### src/rtl/page_reg_sched.sv
// page_reg_sched: round-robin arbiter/sequencer for a shared registered-read paged bank; define PAGE_SCHED_FIXED_PRI_EN for fixed lowest-index priority
module page_reg_sched #(
   parameter int NREQ  = 4,
   parameter int WIDTH = 8,
   parameter int AW    = 3
) (
   input  logic                  clk,
   input  logic                  reset,
   input  logic [NREQ-1:0]       req,
   input  logic [NREQ-1:0]       we,
   input  logic [NREQ*AW-1:0]    addr,
   input  logic [NREQ*WIDTH-1:0] wdata,
   output logic [NREQ-1:0]       gnt,
   output logic [NREQ-1:0]       ack,
   output logic [WIDTH-1:0]      rdata,
   output logic [AW-1:0]         bank_sel,
   output logic [WIDTH-1:0]      bank_din,
   output logic                  bank_en_in,
   output logic                  bank_en_out,
   input  logic [WIDTH-1:0]      bank_dout
);
   localparam int PW = (NREQ > 1) ? $clog2(NREQ) : 1;
   typedef enum logic [1:0] {IDLE, ACCESS, RWAIT, DONE} state_t;
   state_t state_q, state_d;
   logic [PW-1:0] ptr_q, ptr_d, win_q, win_d, pick;
   logic found, we_q, we_d, en_in_q, en_in_d, en_out_q, en_out_d;
   logic [NREQ-1:0] gnt_q, gnt_d, ack_q, ack_d;
   logic [WIDTH-1:0] rdata_q, rdata_d, din_q, din_d;
   logic [AW-1:0] sel_q, sel_d;
   // first requester at or above ptr, wrapping; ptr is held at 0 in the fixed-priority build
   always_comb begin
      pick = '0;
      found = 1'b0;
      for (int k = 0; k < NREQ; k++) begin
         if (!found && req[(int'(ptr_q) + k) % NREQ]) begin
            found = 1'b1;
            pick = PW'((int'(ptr_q) + k) % NREQ);
         end
      end
   end
   // transaction sequencing; every output is computed one cycle ahead and registered
   always_comb begin
      state_d = state_q;
      ptr_d = ptr_q;
      win_d = win_q;
      we_d = we_q;
      gnt_d = gnt_q;
      ack_d = '0;
      rdata_d = rdata_q;
      sel_d = sel_q;
      din_d = din_q;
      en_in_d = 1'b0;
      en_out_d = 1'b0;
      case (state_q)
         IDLE: begin
            if (found) begin
               state_d = ACCESS;
               win_d = pick;
               we_d = we[pick];
               gnt_d = '0;
               gnt_d[pick] = 1'b1;
               sel_d = addr[int'(pick)*AW +: AW];
               din_d = we[pick] ? wdata[int'(pick)*WIDTH +: WIDTH] : din_q;
               en_in_d = we[pick];
               en_out_d = !we[pick];
            end
         end
         ACCESS: begin
            state_d = we_q ? DONE : RWAIT;
            ack_d[win_q] = we_q;
         end
         RWAIT: begin
            state_d = DONE;
            rdata_d = bank_dout;
            ack_d[win_q] = 1'b1;
         end
         DONE: begin
            state_d = IDLE;
            gnt_d = '0;
`ifdef PAGE_SCHED_FIXED_PRI_EN
            ptr_d = '0;
`else
            ptr_d = (int'(win_q) == NREQ - 1) ? '0 : win_q + 1'b1;
`endif
         end
         default: state_d = IDLE;
      endcase
   end
   // state and output registers; reset discards any in-flight transaction
   always_ff @(posedge clk) begin
      if (reset) begin
         state_q <= IDLE;
         ptr_q <= '0;
         win_q <= '0;
         we_q <= 1'b0;
         gnt_q <= '0;
         ack_q <= '0;
         rdata_q <= '0;
         sel_q <= '0;
         din_q <= '0;
         en_in_q <= 1'b0;
         en_out_q <= 1'b0;
      end else begin
         state_q <= state_d;
         ptr_q <= ptr_d;
         win_q <= win_d;
         we_q <= we_d;
         gnt_q <= gnt_d;
         ack_q <= ack_d;
         rdata_q <= rdata_d;
         sel_q <= sel_d;
         din_q <= din_d;
         en_in_q <= en_in_d;
         en_out_q <= en_out_d;
      end
   end
   assign gnt = gnt_q;
   assign ack = ack_q;
   assign rdata = rdata_q;
   assign bank_sel = sel_q;
   assign bank_din = din_q;
   assign bank_en_in = en_in_q;
   assign bank_en_out = en_out_q;
endmodule
### config.mk
export PLATFORM = sky130hd
export DESIGN_NAME = page_reg_sched
export DESIGN_NICKNAME = d
export VERILOG_FILES = /design/src/rtl/page_reg_sched.sv
export SDC_FILE = /design/constraint.sdc
export NUM_CORES = 1
export LEC_CHECK = 0
export CAP_MARGIN = 25
export CORE_AREA = 2 2 70 72
export DETAILED_ROUTE_END_ITERATION = 10
export DIE_AREA = 0 0 72 74
export PLACE_DENSITY = 0.84
export RECOVER_POWER = 50
export SYNTH_ARGS = -nofsm -noshare
export SYNTH_HDL_FRONTEND = slang
export SYNTH_SLANG_ARGS = --single-unit
### constraint.sdc
create_clock -name clk -period 4.2 [get_ports clk]
set_clock_uncertainty 0.15 [all_clocks]
set_input_delay 1.05 -clock clk [delete_from_list [all_inputs] [get_ports clk]]
set_output_delay 1.05 -clock clk [all_outputs]
set_load 0.03 [all_outputs]
# Word-level counts from Yosys, hierarchy flattened

Index checks and enable logic that the tools add are counted.
Widths: inputs -> output; s select.

Register bits: 36
Logic and storage cells: 87
Output and inout bits: 29

Equal/unequal tests: 5
Shift-type cells: 2
Bitwise operators: 6
$add $sub $neg: 4
$lt $le $gt $ge: 8
Muxes and demuxes: 32
Reductions and logical operators: 18
Multipliers: 1

Operator list:

| operator            | count |
|---|---|
| $shiftx 32x6->8     | 1 |
| $pmux 4 s2          | 2 |
| $mux 1              | 15 |
| $lt 3x4->1 const B  | 3 |
| $mux 2              | 6 |
| $shiftx 12x5->3     | 1 |
| $bmux 1 s2          | 5 |
| $lt 2x3->1 const B  | 3 |
| $pmux 2 s4          | 1 |
| $reduce_or 2->1     | 3 |
| $logic_and 1x1->1   | 5 |
| $add 2x1->2 const B | 2 |
| $add 2x2->2 const B | 2 |
| $and 4x4->4         | 1 |
| $demux 1 s2         | 2 |
| $eq 2x1->1 const B  | 2 |
| $eq 2x2->1 const B  | 2 |
| $ge 2x1->1 const B  | 2 |
| $logic_not 1->1     | 4 |
| $mul 2x2->4 const B | 1 |
| $mux 4              | 1 |
| $reduce_and 2->1    | 2 |
| $and 1x1->1 const A | 3 |
| $reduce_and 3->1    | 1 |
| other kinds (5)     | 6 |

# Longest topological paths before layout

Word-level depth: 20
Depth in mapped cells: 10
Gate-level depth less buffers: 6

# Worst setup path before layout

OpenSTA, ideal clock, no wires.

Path type: input to register
From: input req[0]
To: register din_q[7], in the netlist bank_din[7]
Arrival time: 2.523 ns
Slack: 1.459 ns
Required time: 3.982 ns
Stages on the path: 8
Cell sequence: a21oi_1 -> o21a_1 -> o22a_1 -> a211o_1 -> buf_6 -> buf_4 -> a221o_1 -> a21oi_2

Longest elaborated chain between the ends: 15
Elaborated cells on any way between the ends: 29
Those cells by class: shift: 1; mux: 21; reduce/logical: 7

RTL lines:

| element                                             | RTL line | RTL |
|---|---|---|
| from (decl)                                         | 9        | `input logic [NREQ-1:0] req,` |
| branches (longest 15 deep; another with $bmux 1 s2) | --       |  |
| to (signal assigned)                                | 112      | `din_q <= din_d;` |
| to (decl)                                           | 28       | `logic [WIDTH-1:0] rdata_q, rdata_d, din_q, din_d;` |

Parallel ways; which one is timed is not known. The select of a mux whose other input is x is not followed.
A chain may end at the register's enable or synchronous reset.

# Worst setup path after layout

From: input req[3]
To: register din_q[7], in the netlist bank_din[7]

The elaborated chain is that of the path after synthesis.

==> flow_metrics.py <==
metrics = {
    "pwr": {
        "pwr_density_cell_nw_per_um2": 465,
        "p_leak_uw": 0.00118,
        "finalPower_uw": 1380,
        "vdd_drop_max_mv": 0.199,
    },
    "placement": {
        "gp_congestion": 0.791,
        "port_buffers": 90,
        "dp_hpwl_um": 4140,
    },
    "worst_setup_path": {
        "worst_setup_path_start_kind": "input pin",
        "crit_required_ns": 4.18,
        "r2r_start": "ptr_q[1]$_SDFFE_PP0P_",
        "reg2reg_depth": 6,
        "worstSetupEndpointType": "flip-flop",
        "timing_worst_setup_path_type": "input pin to flip-flop",
        "crit_path_max_fanout": 17,
        "cp_data_arrival_time_ns": 3.28,
        "reg2reg_to": "bank_din[3]$_SDFFE_PP0P_",
        "r2r_slack_ns": 1.68,
        "crit_path_start": "req[3]",
    },
    "synthesis": {
        "yosysTopAreaCell": "dfxtp_1",
        "synth_cell_type_count": 39,
        "yosysWarnings": 0,
        "synth-edff-count": 0,
        "ys.flop_type": "dfxtp_1",
        "yosys.area.top_type_share": 0.363,
        "ys_seq_area_frac": 0.363,
        "synth_nets": 282,
        "ys_top_cells_by_area": "dfxtp_1 36%, mux2i_1 13%, ha_1 5.7%",
        "syn_inst": 211,
        "syn_area_per_cell_um2": 9.40,
        "ys_ff_latch": 36,
        "async_reset_ff_frac": 0,
        "netlist_area_um2": 1980,
    },
    "sta": {
        "fmax_ghz": 0.303,
        "max_slew_margin": 0.406,
        "rsz0062_at_grt": "no",
        "setup_viol": 0,
        "hold_violations": 0,
        "slew_violations": 0,
        "layout_min_cycle_time_ns": 3.30,
        "finalCritPeriodShare": 0.785,
        "tightest_slew_ns": 0.891,
        "totalNegativeSetupSlack_ns": 0,
    },
    "floorplanning": {
        "start_util": 0.432,
        "die_h_um": 74,
        "core.rowCount": 25,
        "core_region_area_um2": 4600,
        "die_area_um2": 5330,
        "die-width_um": 72,
        "ioPinCount": 91,
    },
    "clocking": {
        "clockBufferDepth": 2,
        "cts_sinks": 36,
        "clkLatencyLatePin_ns": 0.28,
        "clk_pin_slew_ns": 0.07,
        "holdBufCountCts": 0,
        "cts_tree": "yes",
        "cts_buffers": 5,
        "cts_resized": 0,
        "cts_root_buf": "clkbuf_8",
        "htreeDepth": 2,
        "cts_setup_buffers": 0,
    },
    "finish": {
        "final_cell_mix": "72 x clkdlybuf4s50_1, 36 x dfxtp_1, 25 x mux2i_1",
        "drive_above_1_share": 0.0576,
        "antenna_cells": 0,
        "final_common_cell": "clkdlybuf4s50_1",
        "syn_to_final_growth_pct": 49.5,
        "final_nets": 365,
    },
    "global_route": {
        "grt.total_usage": 0.201,
        "grt_pass1_wl_um": 8240,
        "grt_pass1_vias": 1753,
        "grt_overflow": 0,
        "grt_max_degree": 26,
        "antenna_found_initial": 0,
    },
    "route": {
        "via_per_inst": 5.42,
        "drc": 0,
        "vias": 1893,
        "top_layer_used": "met4",
        "firstDrtPassIters": 4,
        "dr.first_iter.drc_count": 67,
        "ant_nets": 0,
        "wl_met1_um": 2220,
        "wire_per_inst_um": 15.1,
        "route.met3.wl_um": 331,
        "wl_met2_um": 2620,
        "wl_um": 5270,
    },
    "job": {
        "max_cap_viol_count": 0,
    },
    "hold_path": {
        "hp-start": "bank_din[6]$_SDFFE_PP0P_",
        "hp-class": "flip-flop to flip-flop",
        "min_to": "bank_din[6]$_SDFFE_PP0P_",
        "hold_path_depth": 2,
    },
    "status": {
        "status": "finished, final reports clean",
    },
}
-- metrics by stage --
step	utilization	instance area [um^2]	instances	hold WS [ns]	setup slack, ns
after floorplan	-	1980	211	0.322	1.46
after global placement	0.623	2860	341	0.300	0.760
after detailed placement	0.623	2860	341	0.307	0.672
after CTS	0.646	2970	349	0.315	0.963
after global routing	0.645	2970	349	0.334	0.678
final	0.645	2970	349	0.312	0.901
-- critical path: stages --
cell             delay [ns]
clkdlybuf4s50_1        0.51
nor4_1                 0.46
nand2b_1               0.45
a211o_1                0.48
a221o_1                0.26
a21oi_2                0.05
-- cell families after synthesis --
| family | after synthesis | share of synthesized area |
|---|---|---|
| flip-flops | 36 | 0.363 |
| AND/OR/NAND/NOR | 64 | 0.184 |
| multiplexers | 28 | 0.143 |
| buffers and inverters | 22 | 0.0662 |
| adder cells (fa/ha/maj) | 9 | 0.0567 |
| AO/OA/AOI/OAI | 52 | 0.187 |
-- worst max path at each step --
stage                          endpoint  slack [ns]  cells after the start
2_1_floorplan  bank_din[7]$_SDFFE_PP0P_        1.46                      8
3_3_place_gp   bank_din[7]$_SDFFE_PP0P_        0.76                      6
3_5_place_dp   bank_din[7]$_SDFFE_PP0P_        0.67                      6
4_1_cts        bank_din[7]$_SDFFE_PP0P_        0.96                      6
5_1_grt        bank_din[4]$_SDFFE_PP0P_        0.68                      6
6_report       bank_din[7]$_SDFFE_PP0P_        0.90                      6
-- final cells by class --
class                           instances  area (um^2)
Fill cell                             408         1630
Multi-Input combinational cell        153         1130
Timing Repair Buffer                   93          920
Sequential cell                        36          721
Clock buffer                            6         72.6
Tap cell                               54         67.6
Clock inverter                          2         35.0
Inverter                                5         18.8
-- cell usage after synthesis, drive strengths merged (2+ instances only) --
cell type	n
dfxtp	36
nor3b	2
nand2b	2
mux2	3
and2	4
a21oi	15
a31oi	2
ha	9
nand3	10
or2	3
nor2	23
nand3b	3
a221o	8
inv	5
nand4	2
and4	8
a32oi	4
a211o	2
o21ai	5
clkbuf	7
o31ai	2
buf	10
nand2	4
mux2i	25
a211oi	9
-- where the power goes --
part	internal, uW	switching (uW)	leakage, uW
clock network	176	118	0.0000552
registers	414	46.3	0.000294
logic	276	351	0.000832
total	865	515	0.00118
-- registers in the layout, summed over array words and instances, names as in the netlist --
signal	flops
we_q	1
bank_en_in	1
gnt	4
ack	4
state_q	2
rdata	8
bank_en_out	1
ptr_q	2
win_q	2
bank_din	8
bank_sel	3
-- routing by layer --
metal	vias up	GRT usage
li1	948	-
met2	61	0.350
met5	-	0
met4	0	0.0881
met3	7	0.0474
met1	877	0.238
(Power assumes the default switching activity.)
